[src/rtl/dsp_mul_signed_comb.sv]
// ---------------------------------------------------------------------------
// dsp_mul_signed_comb
//
// Purpose:
//   Signed A_WIDTH x B_WIDTH multiplier. The combinational product is built
//   from a radix-4 modified-Booth recoding of B, a carry-save (3:2) reduction
//   tree and one final carry-propagate adder. A registered copy of the
//   product is also provided.
//
// Ports:
//   A     - in,  A_WIDTH bits, signed multiplicand
//   B     - in,  B_WIDTH bits, signed multiplier
//   P     - out, A_WIDTH+B_WIDTH bits, signed combinational product A*B
//   clk   - in,  clock, rising edge
//   rst_n - in,  synchronous active-low reset (clears P_q only)
//   P_q   - out, A_WIDTH+B_WIDTH bits, P registered once per clock
//
// The reduction tree is laid out explicitly for the default 20x18
// configuration: 10 Booth partial products plus one correction vector.
// ---------------------------------------------------------------------------
module dsp_mul_signed_comb #(
  parameter int A_WIDTH = 20,
  parameter int B_WIDTH = 18
) (
  input  logic signed [A_WIDTH-1:0]         A,
  input  logic signed [B_WIDTH-1:0]         B,
  output logic signed [A_WIDTH+B_WIDTH-1:0] P,
  input  logic                              clk,
  input  logic                              rst_n,
  output logic signed [A_WIDTH+B_WIDTH-1:0] P_q
);

  localparam int P_WIDTH = A_WIDTH + B_WIDTH;
  // B is sign-extended to 19 bits and then padded to an even digit count,
  // which yields 10 Booth digits for an 18-bit multiplier.
  localparam int NUM_PP  = (B_WIDTH + 2) / 2;
  localparam int NUM_OPS = NUM_PP + 1;
  localparam int B_EXT   = 2 * NUM_PP - B_WIDTH;

  typedef logic [P_WIDTH-1:0] vec_t;

  // 3:2 compressor over whole vectors; returns {carry, sum}. The carry bit
  // shifted out of the top is dropped, which is correct for modulo-2^P_WIDTH
  // two's-complement arithmetic.
  function automatic logic [2*P_WIDTH-1:0] csa(input vec_t x, input vec_t y, input vec_t z);
    vec_t s;
    vec_t c;
    s = x ^ y ^ z;
    c = ((x & y) | (x & z) | (y & z)) << 1;
    return {c, s};
  endfunction

  // Multiplier with its implicit b[-1] = 0 appended; each overlapping bit
  // triplet selects one Booth digit.
  logic [2*NUM_PP:0] b_ext;
  vec_t              a_ext;
  vec_t              a_dbl;

  assign b_ext = {{B_EXT{B[B_WIDTH-1]}}, B, 1'b0};
  assign a_ext = {{B_WIDTH{A[A_WIDTH-1]}}, A};
  assign a_dbl = a_ext << 1;

  vec_t pp [NUM_PP];
  vec_t corr;
  vec_t ops [NUM_OPS];

  logic [2:0] trip;
  vec_t       mag;
  logic       neg;

  // Booth digit selection. A negative digit is produced as the ones'
  // complement of the shifted magnitude; the missing +1 at weight 2^(2i) is
  // collected in the correction vector, which enters the tree as an extra
  // operand instead of needing any subtractor.
  always_comb begin
    corr = '0;
    trip = '0;
    mag  = '0;
    neg  = 1'b0;
    for (int i = 0; i < NUM_PP; i++) begin
      trip = b_ext[2*i +: 3];
      mag  = '0;
      neg  = 1'b0;
      case (trip)
        3'b001, 3'b010: mag = a_ext;
        3'b011:         mag = a_dbl;
        3'b100: begin
          mag = a_dbl;
          neg = 1'b1;
        end
        3'b101, 3'b110: begin
          mag = a_ext;
          neg = 1'b1;
        end
        default:        mag = '0;
      endcase
      pp[i]      = (neg ? ~mag : mag) << (2 * i);
      corr[2*i]  = neg;
    end
  end

  always_comb begin
    for (int i = 0; i < NUM_PP; i++) begin
      ops[i] = pp[i];
    end
    ops[NUM_PP] = corr;
  end

  // Carry-save tree: 11 -> 8 -> 6 -> 4 -> 3 -> 2 operands.
  vec_t st1 [8];
  vec_t st2 [6];
  vec_t st3 [4];
  vec_t st4 [3];
  vec_t st5 [2];

  assign {st1[1], st1[0]} = csa(ops[0], ops[1], ops[2]);
  assign {st1[3], st1[2]} = csa(ops[3], ops[4], ops[5]);
  assign {st1[5], st1[4]} = csa(ops[6], ops[7], ops[8]);
  assign st1[6]           = ops[9];
  assign st1[7]           = ops[10];

  assign {st2[1], st2[0]} = csa(st1[0], st1[1], st1[2]);
  assign {st2[3], st2[2]} = csa(st1[3], st1[4], st1[5]);
  assign st2[4]           = st1[6];
  assign st2[5]           = st1[7];

  assign {st3[1], st3[0]} = csa(st2[0], st2[1], st2[2]);
  assign {st3[3], st3[2]} = csa(st2[3], st2[4], st2[5]);

  assign {st4[1], st4[0]} = csa(st3[0], st3[1], st3[2]);
  assign st4[2]           = st3[3];

  assign {st5[1], st5[0]} = csa(st4[0], st4[1], st4[2]);

  // Single carry-propagate adder resolves the redundant sum/carry pair.
  assign P = st5[0] + st5[1];

  // Output register: reset wins over loading; P itself is unaffected.
  always_ff @(posedge clk) begin
    if (!rst_n) begin
      P_q <= '0;
    end else begin
      P_q <= P;
    end
  end

endmodule

[config.mk]
export PLATFORM = sky130hd
export DESIGN_NAME = dsp_mul_signed_comb
export DESIGN_NICKNAME = d
export VERILOG_FILES = /design/src/rtl/dsp_mul_signed_comb.sv
export SDC_FILE = /design/constraint.sdc
export NUM_CORES = 1
export LEC_CHECK = 0
export CORE_AREA = 2 2 177 179
export DETAILED_ROUTE_END_ITERATION = 7
export DIE_AREA = 0 0 179 181
export GPL_TIMING_DRIVEN = 0
export PLACE_DENSITY = 0.57
export SYNTH_ARGS = -nofsm -noshare
export SYNTH_HDL_FRONTEND = slang
export SYNTH_SLANG_ARGS = --single-unit
[constraint.sdc]
create_clock -name clk -period 14.9 [get_ports clk]
set_input_delay 2.98 -clock clk [delete_from_list [all_inputs] [get_ports clk]]
set_output_delay 2.98 -clock clk [all_outputs]
set_load 0.03 [all_outputs]
After elaboration in Yosys (flattened, before gate mapping)
Index checks and enable logic that the tools add are counted.
{"block": "word_totals", "output_inout_bits": 76, "elab_cells": 191, "input_bits": 40, "regBits": 38}
{"block": "classes", "eq_ne": 57, "reduce_logical": 29, "muxes": 30, "bitwise_logic": 73, "n_addsub": 1}
{"cell": "$and 37x37->37", "count": 25}
{"cell": "$or 37x37->37", "count": 18}
{"cell": "$xor 38x38->38", "count": 17}
{"cell": "$eq 3x3->1 const B", "count": 27}
{"cell": "$pmux 38 s2", "count": 1}
{"cell": "$and 37x19->37", "count": 2}
{"cell": "$pmux 36 s2", "count": 1}
{"cell": "$pmux 34 s2", "count": 1}
{"cell": "$pmux 32 s2", "count": 1}
{"cell": "$pmux 30 s2", "count": 1}
{"cell": "$pmux 28 s2", "count": 1}
{"cell": "$eq 3x2->1 const B", "count": 18}
{"cell": "$pmux 26 s2", "count": 1}
{"cell": "$pmux 24 s2", "count": 1}
{"cell": "$pmux 22 s2", "count": 1}
{"cell": "$pmux 20 s2", "count": 1}
{"cell": "$add 38x38->38", "count": 1}
{"cell": "$mux 38", "count": 1}
{"cell": "$not 38->38", "count": 1}
{"cell": "$xor 38x19->38", "count": 1}
{"cell": "$mux 36", "count": 1}
{"cell": "$not 36->36", "count": 1}
{"cell": "$reduce_or 4->1", "count": 9}
{"cell": "$mux 34", "count": 1}
{"cell": "other kinds (21)", "count": 57}

Logic depth before layout (Yosys ltp)
Gate-level depths: netlist (run 1).
{"block": "depth", "word_depth": 21, "depth_mapped": 26, "mapped_depth_nobuf": 22}

Worst setup path before layout (run 1)
OpenSTA, ideal clock, no wires.
{"block": "synth_path", "kind": "input to output", "from": "in B[3]", "to": "out P[31]", "arrival_ns": 9.634, "n_path_buf": 3, "setup_slack_ns": 2.286, "required_ns": 11.920, "stages": 22, "path_cell_list": "clkbuf_1 -> clkbuf_1 -> inv_1 -> ha_1 -> o31ai_1 -> inv_2 -> buf_1 -> xnor2_1 -> fa_1 -> inv_1 -> fa_1 -> fa_1 -> inv_1 -> fa_1 -> inv_1 -> fa_1 -> inv_1 -> ha_1 -> nand4_1 -> o41ai_4 -> a31oi_1 -> xnor2_1"}
{"block": "synth_between", "elab_chain_cells": 21, "elab_cells_between_ends": 67, "classes_between": "add/sub: 1; eq/ne: 12; mux: 6; bitwise: 42; reduce/logical: 6"}
{"item": "start, declared", "line_no": "26", "source": "input logic signed [B_WIDTH-1:0] B,"}
{"item": "$eq 3x3->1 (tied with other cells)", "line_no": "84", "source": "case (trip)"}
{"item": "$reduce_or 4->1 (no source line) or $reduce_or 2->1 (tied branches)"}
{"item": "$pmux 36 s2 or $pmux 34 s2 (tied branches)", "line_no": "84"}
{"item": "$not 36->36 or $not 34->34 (tied branches)", "line_no": "97", "source": "pp[i] = (neg ? ~mag : mag) << (2 * i);"}
{"item": "$mux 36 or $mux 34 (tied branches)", "line_no": "97"}
{"item": "$and 37x37->37", "line_no": "49", "source": "c = ((x & y) | (x & z) | (y & z)) << 1;"}
{"item": "$or 37x37->37 (2 in a row)", "line_no": "49"}
{"item": "$and 37x37->37", "line_no": "49"}
{"item": "$or 37x37->37 (2 in a row)", "line_no": "49"}
{"item": "$and 37x37->37", "line_no": "49"}
{"item": "$or 37x37->37 (2 in a row)", "line_no": "49"}
{"item": "$and 37x37->37", "line_no": "49"}
{"item": "$or 37x37->37 (2 in a row)", "line_no": "49"}
{"item": "$and 37x37->37", "line_no": "49"}
{"item": "$or 37x37->37 (2 in a row)", "line_no": "49"}
{"item": "$add 38x38->38 *", "line_no": "136", "source": "assign P = st5[0] + st5[1];"}
{"item": "end, declared", "line_no": "27", "source": "output logic signed [A_WIDTH+B_WIDTH-1:0] P,"}
Every way passes the cells marked *; elsewhere a longest branch is shown, timed or not.

Worst setup path after layout (run 1)
{"block": "layout_path", "from": "in B[3]", "to": "out P[36]"}
Same word-level chain as after synthesis.

==> flow_summary_export.csv, run 1 <==
group,metric,value,unit
logic_synthesis,post-synth-top-area-cell,"fa_1",
floorplanning,dieArea,0.0324,mm2
logic_synthesis,ys_ff_latch,38,
setup_path,end_kind,"output pin",
setup_path,cp.arrival,11.60,ns
logic_synthesis,avgSynthCellArea,8.73,um2
clock_tree,cts-buffers-inserted,5,
flow_run,maxCapViolations,0,
logic_synthesis,async_flop_share,0,
floorplanning,fp.dieW,179,um
setup_path,worst_setup_path_start_kind,"primary input",
logic_synthesis,syn_inst,1377,
final_layout,regMostFlops,"P_q",
sta,setup_slack,0.324,ns
sta,hold_viol,0,
logic_synthesis,synth_cell_types,55,
logic_synthesis,synth_area_leaders,"fa_1 28%, ha_1 13%, xnor2_1 10%",
final_layout,largest_reg_flops,38,
clock_tree,cts_sinks,38,
placed_design,place_hpwl,31300,um
min_path,hp-class,"primary input to flop",
route,vias_per_cell,5.35,
grt,grt_util_all_layers,0.236,
logic_synthesis,synth_top_area_share,0.280,
clock_tree,path_clk_slew,0.05,ns
final_layout,fin_nets,1805,
sta,tightest_slew,1.12,ns
sta,period_needed,14.58,ns
grt,grt_first_pass_wirelength,58400,um
placed_design,numPortBuffers,92,
sta,fin_crit_sh,0.978,
sta,report.final.slew_viol_count,0,
setup_path,crit_top_cell,"fa_1",
route,avgRoutedWirePerCell,20.0,um
logic_synthesis,yosysWarnings,0,
run_status,status,"complete, no violations",
route,ant_nets,0,
route,drcViolationCount,0,
final_layout,drive_above_1_share,0.0156,
placed_design,gp_congestion,1.06,
logic_synthesis,synth_seq_area_share,0.0633,
logic_synthesis,synth.cell_area,0.0120,mm2
setup_path,critPathKind,"primary input to output pin",
clock_tree,cts_root_buf,"clkbuf_16",
logic_synthesis,synthFlopType,"dfxtp_1",
final_layout,largestRegisters,"P_q x38",
floorplanning,fp.coreArea,0.0303,mm2
route,via_count,10018,
clock_tree,cts.path.max_buffers,2,
setup_path,crit_family,"adder cells",
sta,relSlewSlack,0.248,
grt,grt_antenna_before_repair,0,
sta,setup_viol,0,
grt,grt_overflow,0,
final_layout,final_core_util,0.449,
route,wl,37500,um
final_layout,n_antenna_cell,0,
floorplanning,io_pins,116,
route,drt_iter0_markers,1075,
floorplanning,dieHeight,181,um
sta,max_freq,0.0686,GHz
clock_tree,postCtsHoldBufs,0,
logic_synthesis,synth.most_common_cell,"inv_1",
floorplanning,num_rows,64,
setup_path,cp_slowest_stage_delay,0.67,ns
setup_path,cp.required,11.92,ns
setup_path,cp_max_fo,10,
placed_design,place_ws,-0.0696,ns
final_layout,area_growth,13.5,%
clock_tree,cts_tree,"yes",
grt,grt_max_degree,13,
logic_synthesis,synth_nets,1706,
setup_path,crit_buf_inv,9,
grt,first_global_vias,9996,
logic_synthesis,synth_edf_count,0,
route,firstDrtPassIters,8,
clock_tree,postCtsSetupBuffers,0,
logic_synthesis,synth_common_cells,"240 x inv_1, 168 x fa_1, 150 x a22oi_1",
final_layout,fillCellCount,3074,
sta,rsz0062_at_grt,"false",
floorplanning,start_util,0.396,
setup_path,cp_slowest_cell,"clkdlybuf4s50_1",
clock_tree,htreeDepth,2,
[tightest hold or removal path: cells and delay by family]
family / cells / cell delay (ns)
buffers and inverters: 2 / 0.24
AO/OA/AOI/OAI: 1 / 0.04
[cell families after synthesis]
kind of cell / share of synthesized area
multiplexers: 0.0225
buffers and inverters: 0.107
AO/OA/AOI/OAI: 0.182
adder cells (fa/ha/maj): 0.406
flip-flops: 0.0633
AND/OR/NAND/NOR: 0.0703
XOR/XNOR: 0.149
[placed cells by master, fill, tap and decap left out, types with 5 or more instances in the layout]
| cell | synthesis | layout |
|---|---|---|
| a21oi_1 | 46 | 46 |
| clkbuf_1 | 96 | 95 |
| clkdlybuf4s50_1 | 0 | 92 |
| o211ai_1 | 5 | 5 |
| nor2_1 | 23 | 23 |
| nand3_1 | 12 | 12 |
| dfxtp_1 | 38 | 38 |
| nand4_1 | 8 | 8 |
| o21ai_1 | 7 | 7 |
| ha_1 | 121 | 121 |
| nand2_1 | 47 | 47 |
| and2_1 | 39 | 39 |
| clkbuf_16 | 0 | 5 |
| mux2_2 | 8 | 8 |
| a22oi_1 | 150 | 150 |
| mux2i_1 | 18 | 18 |
| inv_1 | 240 | 240 |
| buf_1 | 7 | 7 |
| fa_1 | 168 | 168 |
| nand2b_1 | 10 | 10 |
| o31ai_1 | 8 | 7 |
| nor3_1 | 7 | 7 |
| xnor2_1 | 142 | 142 |
| xor2_1 | 62 | 62 |
| a31oi_1 | 6 | 6 |
| a22o_1 | 15 | 15 |
| o21ai_0 | 40 | 40 |
[timing repair]
action / CTS / global route
endpoints found under the setup margin: 1 / 7
pin swaps: 0 / 0
gates cloned: 0 / 0
resized for setup: 1 / 2
[routing by layer]
layer | share of wire | global-route usage | vias to the layer above
met4 | 0.031 | 0.0735 | 0
met3 | 0.089 | 0.0354 | 67
li1 | - | - | 4718
met2 | 0.43 | 0.362 | 478
met5 | 0 | 0 | -
met1 | 0.45 | 0.339 | 4755
[worst paths after layout]
path	cells after the start	from	to	slack [ns]
setup / recovery	25	B[3]	P[36]	0.32
hold / removal	3	rst_n	P_q[35]	3.02
[per-stage QoR]
stage / area, um2 / std cells / setup TNS, ns / hold WS [ns]
floorplan: 12000 / 1377 / 0 / 3.26
global placement: 13400 / 1865 / -0.0773 / 3.34
detailed placement: 13400 / 1865 / -0.0696 / 3.33
CTS: 13600 / 1873 / 0 / 3.02
global route: 13600 / 1873 / 0 / 3.07
finish: 13600 / 1873 / 0 / 3.02
[area by class of cell]
type | count | area (um2) | share of cell area
clock buffers | 6 | 139 | 0.0102
well taps | 396 | 495 | 0.0363
clock inverters | 2 | 60.1 | 0.00440
flip-flops and latches | 38 | 761 | 0.0558
multi-input cells | 995 | 9970 | 0.731
repair buffers | 92 | 921 | 0.0675
plain buffers | 103 | 388 | 0.0284
inverters | 241 | 905 | 0.0663
Power of run 1 is not shown: default switching activity piles up to over one toggle a cycle in this logic, so the estimate is an artifact.
==> inputs of run 2 (changes only) <==
--- a/config.mk
+++ b/config.mk
@@ -5,6 +5,7 @@
 export SDC_FILE = /design/constraint.sdc
 export NUM_CORES = 1
 export LEC_CHECK = 0
+export CAP_MARGIN = 20
 export CORE_AREA = 2 2 177 179
 export DETAILED_ROUTE_END_ITERATION = 7
 export DIE_AREA = 0 0 179 181
==> results of run 2 <==
The final DEF is identical to that of run 1; final timing and power are the same.
Power of run 2 is left out for the same reason.
==> inputs of run 3 (changes only) <==
==> constraint.sdc (replaced) <==
create_clock -name clk -period 14.9 [get_ports clk]
set_input_delay 2.98 -clock clk [delete_from_list [all_inputs] [get_ports clk]]
set_output_delay 2.98 -clock clk [all_outputs]
set_load 0.02 [all_outputs]
==> results of run 3 <==
Same layout as run 1 (identical final DEF). Status: complete, no violations.
Among the figures that moved: setup slack after placement -0.0696 ns -> -0.00292 ns; setup slack after layout 0.324 ns -> 0.391 ns
Power of run 3 is left out for the same reason.
